==> src/rtl/fml_arbiter2_if.sv <==
// Bus bundle between two FML masters, the arbiter and the shared FML slave port.
// The slave modport is the arbiter's view; master is the view of whatever drives the masters and FML slave.
interface fml_arbiter2_if #(
  parameter int sdram_depth = 26
);
  logic [sdram_depth-1:0] m0_adr;
  logic                   m0_stb;
  logic                   m0_we;
  logic [3:0]             m0_sel;
  logic [31:0]            m0_do;
  logic                   m0_ack;

  logic [sdram_depth-1:0] m1_adr;
  logic                   m1_stb;
  logic                   m1_we;
  logic [3:0]             m1_sel;
  logic [31:0]            m1_do;
  logic                   m1_ack;

  logic [31:0]            m_di;

  logic [sdram_depth-1:0] fml_adr;
  logic                   fml_stb;
  logic                   fml_we;
  logic [3:0]             fml_sel;
  logic [31:0]            fml_do;
  logic                   fml_ack;
  logic [31:0]            fml_di;

  modport slave (
    input  m0_adr, m0_stb, m0_we, m0_sel, m0_do,
    input  m1_adr, m1_stb, m1_we, m1_sel, m1_do,
    input  fml_ack, fml_di,
    output m0_ack, m1_ack, m_di,
    output fml_adr, fml_stb, fml_we, fml_sel, fml_do
  );

  modport master (
    output m0_adr, m0_stb, m0_we, m0_sel, m0_do,
    output m1_adr, m1_stb, m1_we, m1_sel, m1_do,
    output fml_ack, fml_di,
    input  m0_ack, m1_ack, m_di,
    input  fml_adr, fml_stb, fml_we, fml_sel, fml_do
  );
endinterface

==> src/rtl/fml_arbiter2.sv <==
// Round-robin arbiter sharing one FML port between two masters, one transaction in flight.
// After each ack the grant is held for burst_cycles data-phase cycles so the owner's data is routed.
//
//   state  | meaning
//   IDLE   | no owner; arbitrate among held strobes
//   REQ    | owner's strobe forwarded to FML, waiting for fml_ack
//   DATA   | burst data phase; strobe off, mux held on owner for burst_cycles cycles
module fml_arbiter2 #(
  parameter int sdram_depth  = 26,
  parameter int burst_cycles = 4
) (
  input  logic           clk_sys_i,
  input  logic           rst_n_i,
  fml_arbiter2_if.slave  bus
);

  localparam logic [1:0] S_IDLE = 2'd0;
  localparam logic [1:0] S_REQ  = 2'd1;
  localparam logic [1:0] S_DATA = 2'd2;

  localparam logic [3:0] LP_CNT_LAST = 4'(burst_cycles - 1);

  logic [1:0] r_state;
  logic       r_gnt;
  logic       r_last;
  logic [3:0] r_cnt;

  logic [sdram_depth-1:0] w_adr_g;
  logic                   w_stb_g;
  logic                   w_we_g;
  logic [3:0]             w_sel_g;
  logic [31:0]            w_do_g;
  logic                   w_owned;

  always_comb begin
    w_adr_g = r_gnt ? bus.m1_adr : bus.m0_adr;
    w_stb_g = r_gnt ? bus.m1_stb : bus.m0_stb;
    w_we_g  = r_gnt ? bus.m1_we  : bus.m0_we;
    w_sel_g = r_gnt ? bus.m1_sel : bus.m0_sel;
    w_do_g  = r_gnt ? bus.m1_do  : bus.m0_do;
  end

  assign w_owned = (r_state == S_REQ) || (r_state == S_DATA);

  assign bus.fml_adr = w_adr_g;
  assign bus.fml_we  = w_we_g;
  assign bus.fml_do  = w_do_g;
  // Byte enables are masked whenever nobody owns the port, so no stray write lanes leak out.
  assign bus.fml_sel = w_owned ? w_sel_g : 4'h0;
  assign bus.fml_stb = (r_state == S_REQ) && w_stb_g;

  assign bus.m0_ack = bus.fml_ack && (r_state == S_REQ) && !r_gnt;
  assign bus.m1_ack = bus.fml_ack && (r_state == S_REQ) &&  r_gnt;
  assign bus.m_di   = bus.fml_di;

  always_ff @(posedge clk_sys_i or negedge rst_n_i) begin
    if (!rst_n_i) begin
      r_state <= S_IDLE;
      r_gnt   <= 1'b0;
      r_last  <= 1'b1;
      r_cnt   <= 4'd0;
    end else begin
      case (r_state)
        S_IDLE: begin
          if (bus.m0_stb && bus.m1_stb) begin
            r_gnt   <= ~r_last;
            r_state <= S_REQ;
          end else if (bus.m0_stb) begin
            r_gnt   <= 1'b0;
            r_state <= S_REQ;
          end else if (bus.m1_stb) begin
            r_gnt   <= 1'b1;
            r_state <= S_REQ;
          end
        end
        S_REQ: begin
          if (bus.fml_ack) begin
            r_last  <= r_gnt;
            r_cnt   <= 4'd0;
            r_state <= S_DATA;
          end else if (!w_stb_g) begin
            r_state <= S_IDLE;
          end
        end
        S_DATA: begin
          r_cnt <= r_cnt + 4'd1;
          if (r_cnt == LP_CNT_LAST) begin
            r_state <= S_IDLE;
          end
        end
        default: r_state <= S_IDLE;
      endcase
    end
  end

endmodule

==> src/flat_wrapper.sv <==
// flat-port wrapper written by rule: the top's interface ports become plain ports
module fml_arbiter2_flat 
#(
  parameter int sdram_depth  = 26,
  parameter int burst_cycles = 4
)
  (clk_sys_i, rst_n_i, bus_m0_adr, bus_m0_stb, bus_m0_we, bus_m0_sel, bus_m0_do, bus_m1_adr, bus_m1_stb, bus_m1_we, bus_m1_sel, bus_m1_do, bus_fml_ack, bus_fml_di, bus_m0_ack, bus_m1_ack, bus_m_di, bus_fml_adr, bus_fml_stb, bus_fml_we, bus_fml_sel, bus_fml_do);
  fml_arbiter2_if #(.sdram_depth(sdram_depth)) bus_i ();
  input  logic clk_sys_i;
  input  logic rst_n_i;
  input wire logic [$bits(bus_i.m0_adr)-1:0] bus_m0_adr;
  input wire logic [$bits(bus_i.m0_stb)-1:0] bus_m0_stb;
  input wire logic [$bits(bus_i.m0_we)-1:0] bus_m0_we;
  input wire logic [$bits(bus_i.m0_sel)-1:0] bus_m0_sel;
  input wire logic [$bits(bus_i.m0_do)-1:0] bus_m0_do;
  input wire logic [$bits(bus_i.m1_adr)-1:0] bus_m1_adr;
  input wire logic [$bits(bus_i.m1_stb)-1:0] bus_m1_stb;
  input wire logic [$bits(bus_i.m1_we)-1:0] bus_m1_we;
  input wire logic [$bits(bus_i.m1_sel)-1:0] bus_m1_sel;
  input wire logic [$bits(bus_i.m1_do)-1:0] bus_m1_do;
  input wire logic [$bits(bus_i.fml_ack)-1:0] bus_fml_ack;
  input wire logic [$bits(bus_i.fml_di)-1:0] bus_fml_di;
  output wire logic [$bits(bus_i.m0_ack)-1:0] bus_m0_ack;
  output wire logic [$bits(bus_i.m1_ack)-1:0] bus_m1_ack;
  output wire logic [$bits(bus_i.m_di)-1:0] bus_m_di;
  output wire logic [$bits(bus_i.fml_adr)-1:0] bus_fml_adr;
  output wire logic [$bits(bus_i.fml_stb)-1:0] bus_fml_stb;
  output wire logic [$bits(bus_i.fml_we)-1:0] bus_fml_we;
  output wire logic [$bits(bus_i.fml_sel)-1:0] bus_fml_sel;
  output wire logic [$bits(bus_i.fml_do)-1:0] bus_fml_do;
  assign bus_i.m0_adr = bus_m0_adr;
  assign bus_i.m0_stb = bus_m0_stb;
  assign bus_i.m0_we = bus_m0_we;
  assign bus_i.m0_sel = bus_m0_sel;
  assign bus_i.m0_do = bus_m0_do;
  assign bus_i.m1_adr = bus_m1_adr;
  assign bus_i.m1_stb = bus_m1_stb;
  assign bus_i.m1_we = bus_m1_we;
  assign bus_i.m1_sel = bus_m1_sel;
  assign bus_i.m1_do = bus_m1_do;
  assign bus_i.fml_ack = bus_fml_ack;
  assign bus_i.fml_di = bus_fml_di;
  assign bus_m0_ack = bus_i.m0_ack;
  assign bus_m1_ack = bus_i.m1_ack;
  assign bus_m_di = bus_i.m_di;
  assign bus_fml_adr = bus_i.fml_adr;
  assign bus_fml_stb = bus_i.fml_stb;
  assign bus_fml_we = bus_i.fml_we;
  assign bus_fml_sel = bus_i.fml_sel;
  assign bus_fml_do = bus_i.fml_do;
  fml_arbiter2 #(.sdram_depth(sdram_depth), .burst_cycles(burst_cycles)) u_core (.clk_sys_i(clk_sys_i), .rst_n_i(rst_n_i), .bus(bus_i));
endmodule
==> config.mk <==
export PLATFORM = sky130hd
export DESIGN_NAME = fml_arbiter2_flat
export DESIGN_NICKNAME = d
export VERILOG_FILES = /design/src/rtl/fml_arbiter2_if.sv /design/src/rtl/fml_arbiter2.sv /design/src/flat_wrapper.sv
export SDC_FILE = /design/constraint.sdc
export NUM_CORES = 1
export LEC_CHECK = 0
export ABC_AREA = 1
export BUFFER_PORTS_ARGS = -buffer_cell sky130_fd_sc_hd__buf_2
export CORE_AREA = 2 2 100 102
export CTS_CLUSTER_DIAMETER = 30
export DETAILED_ROUTE_END_ITERATION = 6
export DIE_AREA = 0 0 102 104
export HOLD_SLACK_MARGIN = 0.03
export PLACE_DENSITY_LB_ADDON = 0.05
export SYNTH_ARGS = -nofsm -noshare
export SYNTH_HDL_FRONTEND = slang
export SYNTH_SLANG_ARGS = --single-unit
==> constraint.sdc <==
create_clock -name clk_sys_i -period 1.53 [get_ports clk_sys_i]
set_clock_uncertainty 0.05 [all_clocks]
set_input_delay 0 -clock clk_sys_i [delete_from_list [all_inputs] [get_ports clk_sys_i]]
set_output_delay 0 -clock clk_sys_i [all_outputs]
set_load 0.01 [all_outputs]
Yosys cells after proc, flatten, opt, wreduce, memory -nomap -nowiden. Cells that the tools add are included.

$add $sub $neg: 1. Equality and inequality tests: 7. Muxes and demuxes: 18. Bitwise gates (word level): 1. Reduce and logical (&&, ||, !) cells: 14.

Operators with widths (count): 2-to-1 mux 32 bit (1); 2-to-1 mux 26 bit (1); 2-to-1 mux 2 bit (6); 2-to-1 mux 4 bit (3); case mux 4 bit (2 select lines) (1); case mux 2 bit (3 select lines) (1); AND reduction 2 bit (3); logical AND 1 bit (5); 2-to-1 mux 1 bit (5); adder 4 x 1 -> 4 bit (second input constant) (1); == test 4 x 2 -> 1 bit (second input constant) (1); inequality test 2 bit (second input constant) (2); inequality test 4 x 3 -> 1 bit (second input constant) (1); inequality test 3 bit (second input constant) (1); AND reduction 3 bit (1); nonzero test 3 bit (1); == test 2 x 1 -> 1 bit (second input constant) (1); == test 2 bit (second input constant) (1); zero test 2 bit (1); nonzero test 2 bit (1); zero test 1 bit (1); logical OR 1 bit (1); NOT 1 bit (1).

Register bits after elaboration: 8. Output and inout bits: 98.

Logic depth before layout (Yosys ltp). Gate-level depths: netlist of run 1.

Depth in word-level cells: 4. Mapped depth: 8. Gate-level depth less buffers: 8.

Worst setup path before layout of run 1. Ideal clock, no wire load.

Path type: reg2reg. From: reg u_core.r_state[0]. To: reg u_core.r_cnt[2]. Library setup time: 0.117 ns. Data arrival time: 1.097 ns. Data required time: 1.363 ns. Setup slack: 0.266 ns. Stages on the path, launching flop included: 8. Period minus slack after synthesis: 1.264 ns. Cells stage by stage: dfrtp_1 inv_1 ha_1 inv_1 o21ai_4 nand3_1 nand2_1 nor2_1.

Longest elaborated chain between the ends: 3. Elaborated cells between the ends (all ways): 6. Those cells by class: 3 x eq/ne; 1 x mux; 2 x reduce/logical.

RTL lines: from (decl) (RTL line fml_arbiter2.sv:23) `logic [1:0] r_state;`; from (signal assigned) (RTL line fml_arbiter2.sv:58) `r_state <= S_IDLE;`; from (signal assigned) (RTL line fml_arbiter2.sv:67) `r_state <= S_REQ;`; from (signal assigned) (RTL line fml_arbiter2.sv:70) `r_state <= S_REQ;`; == test 2 x 1 -> 1 bit / == test 2 bit (equally long branches) (RTL line fml_arbiter2.sv:63) `case (r_state)`; inequality test 2 bit (no line) / nonzero test 2 bit (equally long branches); AND reduction 2 bit (no line); to (signal assigned) (RTL line fml_arbiter2.sv:86) `r_cnt <= r_cnt + 4'd1;`; to (decl) (RTL line fml_arbiter2.sv:26) `logic [3:0] r_cnt;`.

Several ways; a longest one is shown, not always the timed one. A chain may end at the register's enable or synchronous reset.

Worst setup path in the final report of run 1. Ends and elaborated chain as after synthesis.

==> results.tsv, run 1 <==
stage	metric	value	unit
synth	Commonest cells post-synth	nand2_1, buf_4, nor2_1	
routing	Iter 0 DRT Violations	63	
routing	Pre-Repair DR Iteration Count	4	
finish	post-route insts no fill	628	
setup_path	Worst setup SP type	register	
synth	asr flop ratio synth	1.00	
synth	post-synth top area cell	nand2_1	
power	clock power share	0.066	
sta	fmax	0.701	GHz
floorplanning	io pins	261	
placement	# port buffers	196	
sta	unrepaired setup endpoints after global routing	yes	
global_route	Tot GR Track Use	0.123	
floorplanning	Die Y	104	microns
setup_path	Arr. time, crit path	1.50	ns
setup_path	kind of critical path	register to register	
sta	minimum clock period	1.43	ns
clock_tree	Longest Clk Path Bufs	2	
setup_path	WP data required	1.60	ns
global_route	vias in the first global route	2284	
power	power share of the combinational group	0.839	
synth	post-synth cell types	17	
power	Pint	0.00193	W
synth	register area share after synthesis	0.131	
placement	Cell Count Post-Placement	588	
floorplanning	row count	36	
clock_tree	clock-pin slew on the worst setup and hold paths	0.04	ns
global_route	largest net degree at the start of global routing	46	
floorplanning	full die area	10600	sq um
finish	ant diodes	0	
synth	Area contributors post-synth	nand2_1, buf_4, dfrtp_1	
power	worst vdd ir	786	uV
finish	share of layout cells above drive strength 1	0.440	
worst_hold_path	Hold Path Class	input port to register	
synth	EDFF count, synth	0	
sta	setup TNS	0	ns
global_route	grt total ovfl	0	
synth	syn nets	466	
synth	synthesized cell area	1540	sq um
synth	most frequent cell after synthesis	nand2_1	
placement	gpl congestion	0.770	
sta	fin crit share	0.933	
routing	drc violations	0	
finish	nets	663	
sta	setup violators final	0	
setup_path	Crit Path Max Fanout	8	
synth	Cells after Synth	299	
routing	Routed Antenna Nets	0	
placement	post-DP HPWL	5.54	mm
routing	Vias	2412	
clock_tree	Num CTS Buffers	3	
clock_tree	TritonCTS clock tree	done	
sta	worst slew pin tran	0.243	ns
clock_tree	Clock Latency Late Sink	0.23	ns
floorplanning	Initial Util	0.161	
synth	synthesized area per cell	5.15	sq um
run_status	outcome	complete, no violations	
power	Flop pwr share	0.095	
power	switching power	0.00219	W
power	PD cells	1430	nW/um^2
sta	Slew Viols, Final	0	
floorplanning	chip width	102	microns
sta	max-slew headroom at the worst pin	0.837	
power	Sw Share	0.532	
global_route	first-pass GRT wire length	10.7	mm
finish	P&R area growth vs syn	86.6	%
clock_tree	CTS root buffer	clkbuf_8	
power	leak pwr	1.81	nW
job	Max Cap Viol	0	
clock_tree	H-Tree Depth	1	
synth	synth warn	0	
global_route	initial antenna violation count	0	
synth	Synth top area share	0.473	
routing	post-DR wirelength/cell	11.8	microns
synth	ys flop type	dfrtp_1	
floorplanning	core area	9550	sq um
synth	Yosys reg bits	8	
setup_path	Critical Path Sink Type	register	
sta	Final Hold Fails	0	
routing	final wirelength	7.44	mm
clock_tree	# clock sinks	8	
routing	Via density	3.84	
## sequential cells by signal (all words and copies together), names as in the netlist
register	cells
u_core.r_cnt	4
u_core.r_state	2
u_core.r_last	1
u_core.r_gnt	1
## per-layer routing
layer | GRT usage | routed length (microns) | vias to the layer above
li1 | - | - | 1259
met1 | 0.128 | 2860 | 1023
met2 | 0.251 | 3930 | 121
met3 | 0.0235 | 588 | 9
met4 | 0.0152 | 52 | 0
met5 | 0 | 0 | -
## per-stage QoR
| step | area [sq um] | utilization | worst slack, ns | hold slack, ns | power, W |
|---|---|---|---|---|---|
| finish | 2870 | 0.301 | 0.103 | 0.0314 | 0.00412 |
| global route | 2870 | 0.301 | 0.00310 | 0.0692 | 0.00462 |
| CTS | 2820 | 0.295 | 0.0202 | 0.0314 | 0.00402 |
| detailed placement | 2430 | 0.255 | 0.129 | -0.181 | 0.00361 |
| global placement | 2430 | 0.255 | 0.154 | -0.182 | 0.00363 |
| floorplan | 1540 | - | 0.266 | -0.346 | 0.00237 |
## final timing paths
path	from	endpoint	slack (ns)	depth (start not counted)
min reg2reg	u_core.r_state[1]	u_core.r_state[1]	0.45	2
min in group asynchronous	rst_n_i	u_core.r_cnt[0]	0.10	2
max reg2reg	u_core.r_state[0]	u_core.r_cnt[2]	0.10	7
min	bus_m0_stb	u_core.r_gnt	0.03	4
max in group asynchronous	rst_n_i	u_core.r_last	1.09	2
max	u_core.r_state[0]	u_core.r_cnt[2]	0.10	7
## layout make-up
type / count / area [sq um]
clock buffers: 4 / 45.0
fillers: 1117 / 6680
inverters: 9 / 36.3
multi-input cells: 236 / 985
flip-flops and latches: 8 / 203
well taps: 133 / 166
repair buffers: 238 / 1440
## what timing repair did
| item | 4_1_cts | 5_1_grt |
|---|---|---|
| pin swaps | 0 | 1 |
| endpoints found under the hold margin | 41 | 0 |
| gates cloned | 0 | 1 |
| setup buffers | 0 | 1 |
| hold buffers | 34 | 0 |
| endpoints found under the setup margin | 1 | 41 |
| resized for setup | 1 | 5 |
## layout by cell type (no fill, tap or decap), drive strengths merged
master	count
buf	203
nand2	195
dlygate4sd3	34
nor2	18
inv	9
o21ai	8
nand3	7
dfrtp	7
clkbuf	5
ha	4
a21oi	3
nand4	1
dfstp	1
## power by group through the flow
stage	combinational [W]	clock, W	sequential, W
4_1_cts	0.00333	0.000285	0.000397
3_5_place_dp	0.00321	0	0.000400
2_1_floorplan	0.00204	0	0.000336
6_report	0.00345	0.000273	0.000392
5_1_grt	0.00392	0.000300	0.000404
3_3_place_gp	0.00323	0	0.000395
## kinds of logic after synthesis
logic type	count (synthesis)	share of synthesized area
AND/OR/NAND/NOR	221	0.548
buffers and inverters	55	0.241
AO/OA/AOI/OAI	11	0.0480
flip-flops	8	0.131
adder cells (fa/ha/maj)	4	0.0325
## critical path: stages (launching register included)
cell	delay (ns)
dfrtp_1	0.41
inv_2	0.10
ha_2	0.21
inv_1	0.08
o21ai_4	0.26
nand3_1	0.11
nand2_1	0.07
nor2_1	0.03
Note: power is estimated with default switching activity, not from simulation.
==> run 2: changes to the inputs <==
--- a/config.mk
+++ b/config.mk
@@ -7,12 +7,13 @@
 export LEC_CHECK = 0
 export ABC_AREA = 1
 export BUFFER_PORTS_ARGS = -buffer_cell sky130_fd_sc_hd__buf_2
-export CORE_AREA = 2 2 100 102
+export CORE_AREA = 2 2 101 103
+export CTS_BUF_LIST = sky130_fd_sc_hd__clkbuf_2 sky130_fd_sc_hd__clkbuf_4 sky130_fd_sc_hd__clkbuf_8
 export CTS_CLUSTER_DIAMETER = 30
 export DETAILED_ROUTE_END_ITERATION = 6
-export DIE_AREA = 0 0 102 104
+export DIE_AREA = 0 0 103 105
 export HOLD_SLACK_MARGIN = 0.03
-export PLACE_DENSITY_LB_ADDON = 0.05
+export PLACE_DENSITY = 0.56
 export SYNTH_ARGS = -nofsm -noshare
 export SYNTH_HDL_FRONTEND = slang
 export SYNTH_SLANG_ARGS = --single-unit
==> results.tsv, run 2 (synthesized netlist as in run 1, its figures left out) <==
stage	metric	value	unit
run_status	outcome	complete, no violations	
sta	minimum clock period	1.49	ns
floorplanning	chip width	103	microns
setup_path	Critical Path Sink Type	output pin	
clock_tree	Clock Latency Late Sink	0.23	ns
global_route	initial antenna violation count	0	
global_route	largest net degree at the start of global routing	32	
finish	Layout Utilization	0.293	
routing	Iter 0 DRT Violations	106	
finish	most common cell after layout, fill and taps aside	buf_2	
finish	Fillers	1102	
sta	final hold slack	0.0989	ns
setup_path	Worst setup SP type	register	
placement	# port buffers	196	
power	leak pwr	1.79	nW
sta	Final Hold Fails	0	
clock_tree	H-Tree Depth	1	
sta	worst slew pin tran	0.267	ns
routing	drc violations	0	
worst_hold_path	Hold Path Class	input port to asynchronous set/reset pin	
global_route	met1 usage	0.125	
power	Pwr Total	0.00390	W
placement	gpl congestion	0.828	
finish	Top Registers	u_core.r_cnt: 4 flops, u_core.r_state: 2 flops	
global_route	Tot GR Track Use	0.114	
routing	final wirelength	7.37	mm
routing	Pre-Repair DR Iteration Count	6	
setup_path	R2R depth	7	
global_route	vias in the first global route	2203	
sta	fmax	0.672	GHz
finish	share of layout cells above drive strength 1	0.434	
sta	Slew Viols, Final	0	
routing	post-DR wirelength/cell	11.8	microns
sta	max-slew headroom at the worst pin	0.822	
setup_path	setup slack, reg-to-reg	0.07	ns
sta	setup TNS	0	ns
clock_tree	setup repair bufs after CTS	0	
finish	P&R area growth vs syn	83.3	%
setup_path	Crit Path Max Fanout	4	
finish	ant diodes	0	
clock_tree	CTS root buffer	clkbuf_8	
setup_path	FF-to-FF End	u_core.r_cnt[3]	
floorplanning	io pins	261	
clock_tree	# clock sinks	8	
finish	commonest cells after routing, fill and taps aside	buf_2, nand2_1, dlygate4sd3_1	
sta	setup violators final	0	
clock_tree	clock-pin slew on the worst setup and hold paths	0.04	ns
floorplanning	core area	9640	sq um
finish	largest register by flop count	u_core.r_cnt	
setup_path	CP Launch Point	u_core.r_state[1]	
clock_tree	Longest Clk Path Bufs	2	
global_route	grt total ovfl	0	
power	PD cells	1380	nW/um^2
global_route	gr busiest metal	met2	
floorplanning	full die area	10800	sq um
floorplanning	Initial Util	0.160	
floorplanning	row count	36	
clock_tree	TritonCTS clock tree	done	
placement	post-DP HPWL	5.84	mm
routing	Vias	2449	
routing	Routed Antenna Nets	0	
global_route	met3 GRT Util	0.0167	
finish	nets	661	
setup_path	Arr. time, crit path	1.44	ns
setup_path	worst setup path endpoint	bus_m0_ack	
setup_path	R2R Path Start	u_core.r_state[0]	
sta	unrepaired setup endpoints after global routing	yes	
power	worst vdd ir	1040	uV
clock_tree	Num CTS Buffers	3	
setup_path	WP data required	1.48	ns
floorplanning	Die Y	105	microns
routing	Via density	3.91	
setup_path	kind of critical path	register to output pin	
global_route	grt met2 use	0.226	
sta	fin crit share	0.972	
global_route	first-pass GRT wire length	10.0	mm
job	Max Cap Viol	0	
finish	max reg flops	4	
==> run 2: cell count changes in the layout (fill, tap and decap cells not counted), sizes merged <==
cell and change:
buf -2, clkbuf -1, dlygate4sd3 +1
==> run 2: how the worst min path moves through the flow <==
stage	from	to	slack [ns]	depth (start not counted)
2_1_floorplan	rst_n_i	u_core.r_cnt[0]	-0.35	0
3_3_place_gp	rst_n_i	u_core.r_state[0]	-0.19	1
3_5_place_dp	rst_n_i	u_core.r_state[0]	-0.19	1
4_1_cts	rst_n_i	u_core.r_cnt[3]	0.10	2
5_1_grt	rst_n_i	u_core.r_state[1]	0.11	2
6_report	rst_n_i	u_core.r_cnt[3]	0.1	2
==> run 2: critical path, stage by stage, from the launching register on <==
cell	delay, ns
dfrtp_1	0.39
inv_1	0.12
ha_2	0.25
nand2_2	0.12
nor2_1	0.18
buf_2	0.16
==> run 2: timing repair <==
action | 4_1_cts | 5_1_grt
hold buffers | 35 | 0
hold endpoints to repair | 41 | 0
endpoints found under the setup margin | 0 | 59
resized for setup | 0 | 6
==> run 2: cell type report <==
class | count | area, sq um | area share
timing repair buffer | 236 | 1390 | 0.491
multi-input combinational | 236 | 982 | 0.348
sequential | 8 | 203 | 0.0718
tap | 133 | 166 | 0.0590
clock buffer | 4 | 48.8 | 0.0173
inverter | 9 | 36.3 | 0.0129
==> run 2: metrics by stage <==
stage | cells | worst slack, ns | cell area [sq um]
final | 626 | 0.0426 | 2820
after global placement | 587 | 0.195 | 2400
after CTS | 626 | 0.00575 | 2800
after global routing | 626 | -0.0376 | 2820
after floorplan | 299 | 0.266 | 1540
after detailed placement | 587 | 0.138 | 2400
==> run 2: where the power goes <==
group	switching, W	internal, W
clock	0.0000871	0.000199
combinational	0.00193	0.00130
sequential	0.0000896	0.000296
==> run 2: metal layers <==
metal | wire length [microns] | part of all wire
met1 | 2920 | 0.40
met2 | 3820 | 0.52
met3 | 561 | 0.076
met4 | 64 | 0.0087
met5 | 0 | 0
==> run 3: changes to the inputs <==
--- a/config.mk
+++ b/config.mk
@@ -5,15 +5,15 @@
 export SDC_FILE = /design/constraint.sdc
 export NUM_CORES = 1
 export LEC_CHECK = 0
-export ABC_AREA = 1
 export BUFFER_PORTS_ARGS = -buffer_cell sky130_fd_sc_hd__buf_2
-export CORE_AREA = 2 2 101 103
+export CAP_MARGIN = 10
+export CORE_AREA = 2 2 102 104
 export CTS_BUF_LIST = sky130_fd_sc_hd__clkbuf_2 sky130_fd_sc_hd__clkbuf_4 sky130_fd_sc_hd__clkbuf_8
 export CTS_CLUSTER_DIAMETER = 30
 export DETAILED_ROUTE_END_ITERATION = 6
-export DIE_AREA = 0 0 103 105
+export DIE_AREA = 0 0 104 106
 export HOLD_SLACK_MARGIN = 0.03
-export PLACE_DENSITY = 0.56
+export PLACE_DENSITY = 0.54
 export SYNTH_ARGS = -nofsm -noshare
 export SYNTH_HDL_FRONTEND = slang
 export SYNTH_SLANG_ARGS = --single-unit
==> results.tsv, run 3 <==
stage	metric	value	unit
run_status	outcome	complete, but fails checks	
run_status	failing checks	negative setup slack	
worst_hold_path	Hold Path Class	input port to register	
floorplanning	core area	10000	sq um
synth	post-synth cell types	28	
placement	post-DP HPWL	5.15	mm
global_route	largest net degree at the start of global routing	34	
setup_path	Critical Path Max Stage Delay	0.39	ns
finish	largest register by flop count	u_core.r_cnt	
finish	P&R area growth vs syn	92.2	%
clock_tree	Num CTS Buffers	3	
global_route	initial antenna violation count	0	
setup_path	Critical Path Sink Type	register	
synth	Yosys reg bits	8	
floorplanning	row count	37	
finish	multi-input logic area	1060	sq um
routing	Vias	1913	
sta	worst slew pin tran	0.328	ns
clock_tree	TritonCTS clock tree	done	
setup_path	worst setup path endpoint	u_core.r_state[0]	
sta	Final Hold Fails	0	
routing	Routed Antenna Nets	0	
routing	post-DR wirelength/cell	13.4	microns
sta	final hold slack	0.0378	ns
sta	setup violators final	1	
finish	FF/Latch Area	203	sq um
sta	max-slew headroom at the worst pin	0.775	
setup_path	FF-to-FF End	u_core.r_state[0]	
finish	share of layout cells above drive strength 1	0.788	
clock_tree	clock-pin slew on the worst setup and hold paths	0.05	ns
setup_path	R2R Path Start	u_core.r_state[1]	
placement	Post-Place Setup Slack	-0.0575	ns
sta	fmax	0.635	GHz
synth	syn nets	321	
setup_path	worst-path cell chain	inv_2, ha_4, or3b_4, o221ai_4, mux2_4	
floorplanning	chip width	104	microns
synth	Cells after Synth	154	
synth	ys flop type	dfrtp_1	
clock_tree	Longest Clk Path Bufs	2	
finish	nets	527	
global_route	grt total ovfl	0	
synth	Commonest cells post-synth	mux2_2, buf_4, dfrtp_1	
clock_tree	# clock sinks	8	
setup_path	crit-path leading delay family	simple AND/OR/NAND/NOR gates	
finish	max reg flops	4	
power	worst vdd ir	419	uV
setup_path	Crit Path Max Fanout	2	
clock_tree	CTS root buffer	clkbuf_8	
clock_tree	H-Tree Depth	1	
setup_path	CP bufs+invs	1	
setup_path	CP Launch Point	u_core.r_state[1]	
synth	synth warn	0	
setup_path	WP data required	1.60	ns
floorplanning	Die Y	106	microns
global_route	Tot GR Track Use	0.106	
floorplanning	io pins	261	
sta	unrepaired setup endpoints after global routing	yes	
power	leak pwr	1.51	nW
finish	Fillers	1072	
global_route	first-pass GRT wire length	9.52	mm
job	Max Cap Viol	0	
finish	commonest cells after routing, fill and taps aside	buf_2, mux2_2, dlygate4sd3_1	
synth	most frequent cell after synthesis	mux2_2	
setup_path	Worst setup SP type	register	
setup_path	setup slack, reg-to-reg	-0.04	ns
routing	Via density	3.86	
placement	gpl congestion	0.746	
sta	fin crit share	1.03	
sta	Slew Viols, Final	0	
finish	ant diodes	0	
setup_path	kind of critical path	register to register	
routing	Pre-Repair DR Iteration Count	3	
finish	Top Registers	u_core.r_cnt: 4 flops, u_core.r_state: 2 flops	
routing	Iter 0 DRT Violations	35	
synth	Area contributors post-synth	mux2_2, buf_4, dfrtp_1	
clock_tree	Clock Latency Late Sink	0.24	ns
setup_path	R2R depth	5	
synth	synthesized cell area	1520	sq um
synth	register area share after synthesis	0.133	
synth	asr flop ratio synth	1.00	
floorplanning	full die area	11000	sq um
synth	post-synth top area cell	mux2_2	
synth	synthesized area per cell	9.86	sq um
sta	minimum clock period	1.57	ns
setup_path	WP depth	5	
synth	EDFF count, synth	0	
setup_path	Arr. time, crit path	1.65	ns
placement	# port buffers	196	
routing	drc violations	0	
floorplanning	Initial Util	0.152	
routing	final wirelength	6.63	mm
setup_path	Slowest-stage cell, CP	or3b_4	
synth	Synth top area share	0.437	
global_route	vias in the first global route	1841	
power	PD cells	1310	nW/um^2
sta	final setup margin	-0.0440	ns
finish	most common cell after layout, fill and taps aside	buf_2	
==> run 3: cell count changes in the layout (fill, tap and decap cells not counted), sizes merged, moves of 2 or more <==
| cell | change |
|---|---|
| o31ai | +2 |
| nor2b | +6 |
| a32o | +2 |
| buf | +5 |
| mux2 | +60 |
| inv | -6 |
| nand3 | -6 |
| o21ai | -5 |
| mux2i | +6 |
| a21oi | -3 |
| nor2 | -16 |
| nand2 | -190 |
| nand2b | +3 |
==> run 3: worst min path at each step <==
stage / from / to / cells after the start
2_1_floorplan: rst_n_i / u_core.r_cnt[0] / 0
3_3_place_gp: rst_n_i / u_core.r_cnt[3] / 1
3_5_place_dp: rst_n_i / u_core.r_cnt[3] / 1
4_1_cts: bus_m0_stb / u_core.r_gnt / 3
5_1_grt: bus_fml_ack / u_core.r_state[1] / 3
6_report: bus_m0_stb / u_core.r_gnt / 3
==> run 3: area by class of cell <==
type / count / share of cell area
repair buffers: 240 / 0.489
multi-input cells: 104 / 0.362
flip-flops and latches: 8 / 0.0694
well taps: 136 / 0.0583
clock buffers: 4 / 0.0167
inverters: 3 / 0.00386
==> run 3: layer usage <==
layer  share of wire  GRT usage  wire length [microns]
met2            0.51      0.195                   3410
met3           0.083     0.0239                    552
met5               0          0                      0
met4          0.0035    0.00965                     23
met1            0.40      0.129                   2650
==> run 3: worst register-to-register path, delay by kind of cell (launching register included) <==
kind	cells	cell delay, ns
and+or+nand+nor	1	0.39
DFF	1	0.38
muxes	1	0.32
adders and majority gates	1	0.14
buffers and inverters	1	0.10
AOI/OAI and AO/OA	1	0.08
==> run 3: power by group <==
group	internal [W]	switching, W
logic	0.00174	0.00141
clock network	0.000200	0.000106
registers	0.000300	0.0000796
total	0.00225	0.00159
==> run 3: repair_timing <==
action | in CTS | in global routing
gates cloned | 1 | 0
endpoints found under the hold margin | 41 | 0
setup endpoints to repair | 58 | 48
hold buffers | 34 | 0
gates resized for setup | 7 | 3
setup buffers | 1 | 0
==> run 3: kinds of logic after synthesis <==
group | share of synthesized area
fa+ha+maj | 0.0330
compound gates | 0.0651
mux | 0.487
simple gates | 0.0857
flops | 0.133
buf+inv | 0.197
==> run 3: metrics by stage <==
step / setup TNS (ns) / cells / cell area (sq um) / total power (W) / util
floorplan: -0.0353 / 154 / 1520 / 0.00229 / -
global placement: -0.0151 / 455 / 2460 / 0.00315 / 0.246
detailed placement: -0.0575 / 455 / 2460 / 0.00319 / 0.246
CTS: -0.0241 / 495 / 2910 / 0.00386 / 0.291
global route: -0.571 / 495 / 2920 / 0.00412 / 0.292
finish: -0.0440 / 495 / 2920 / 0.00384 / 0.292
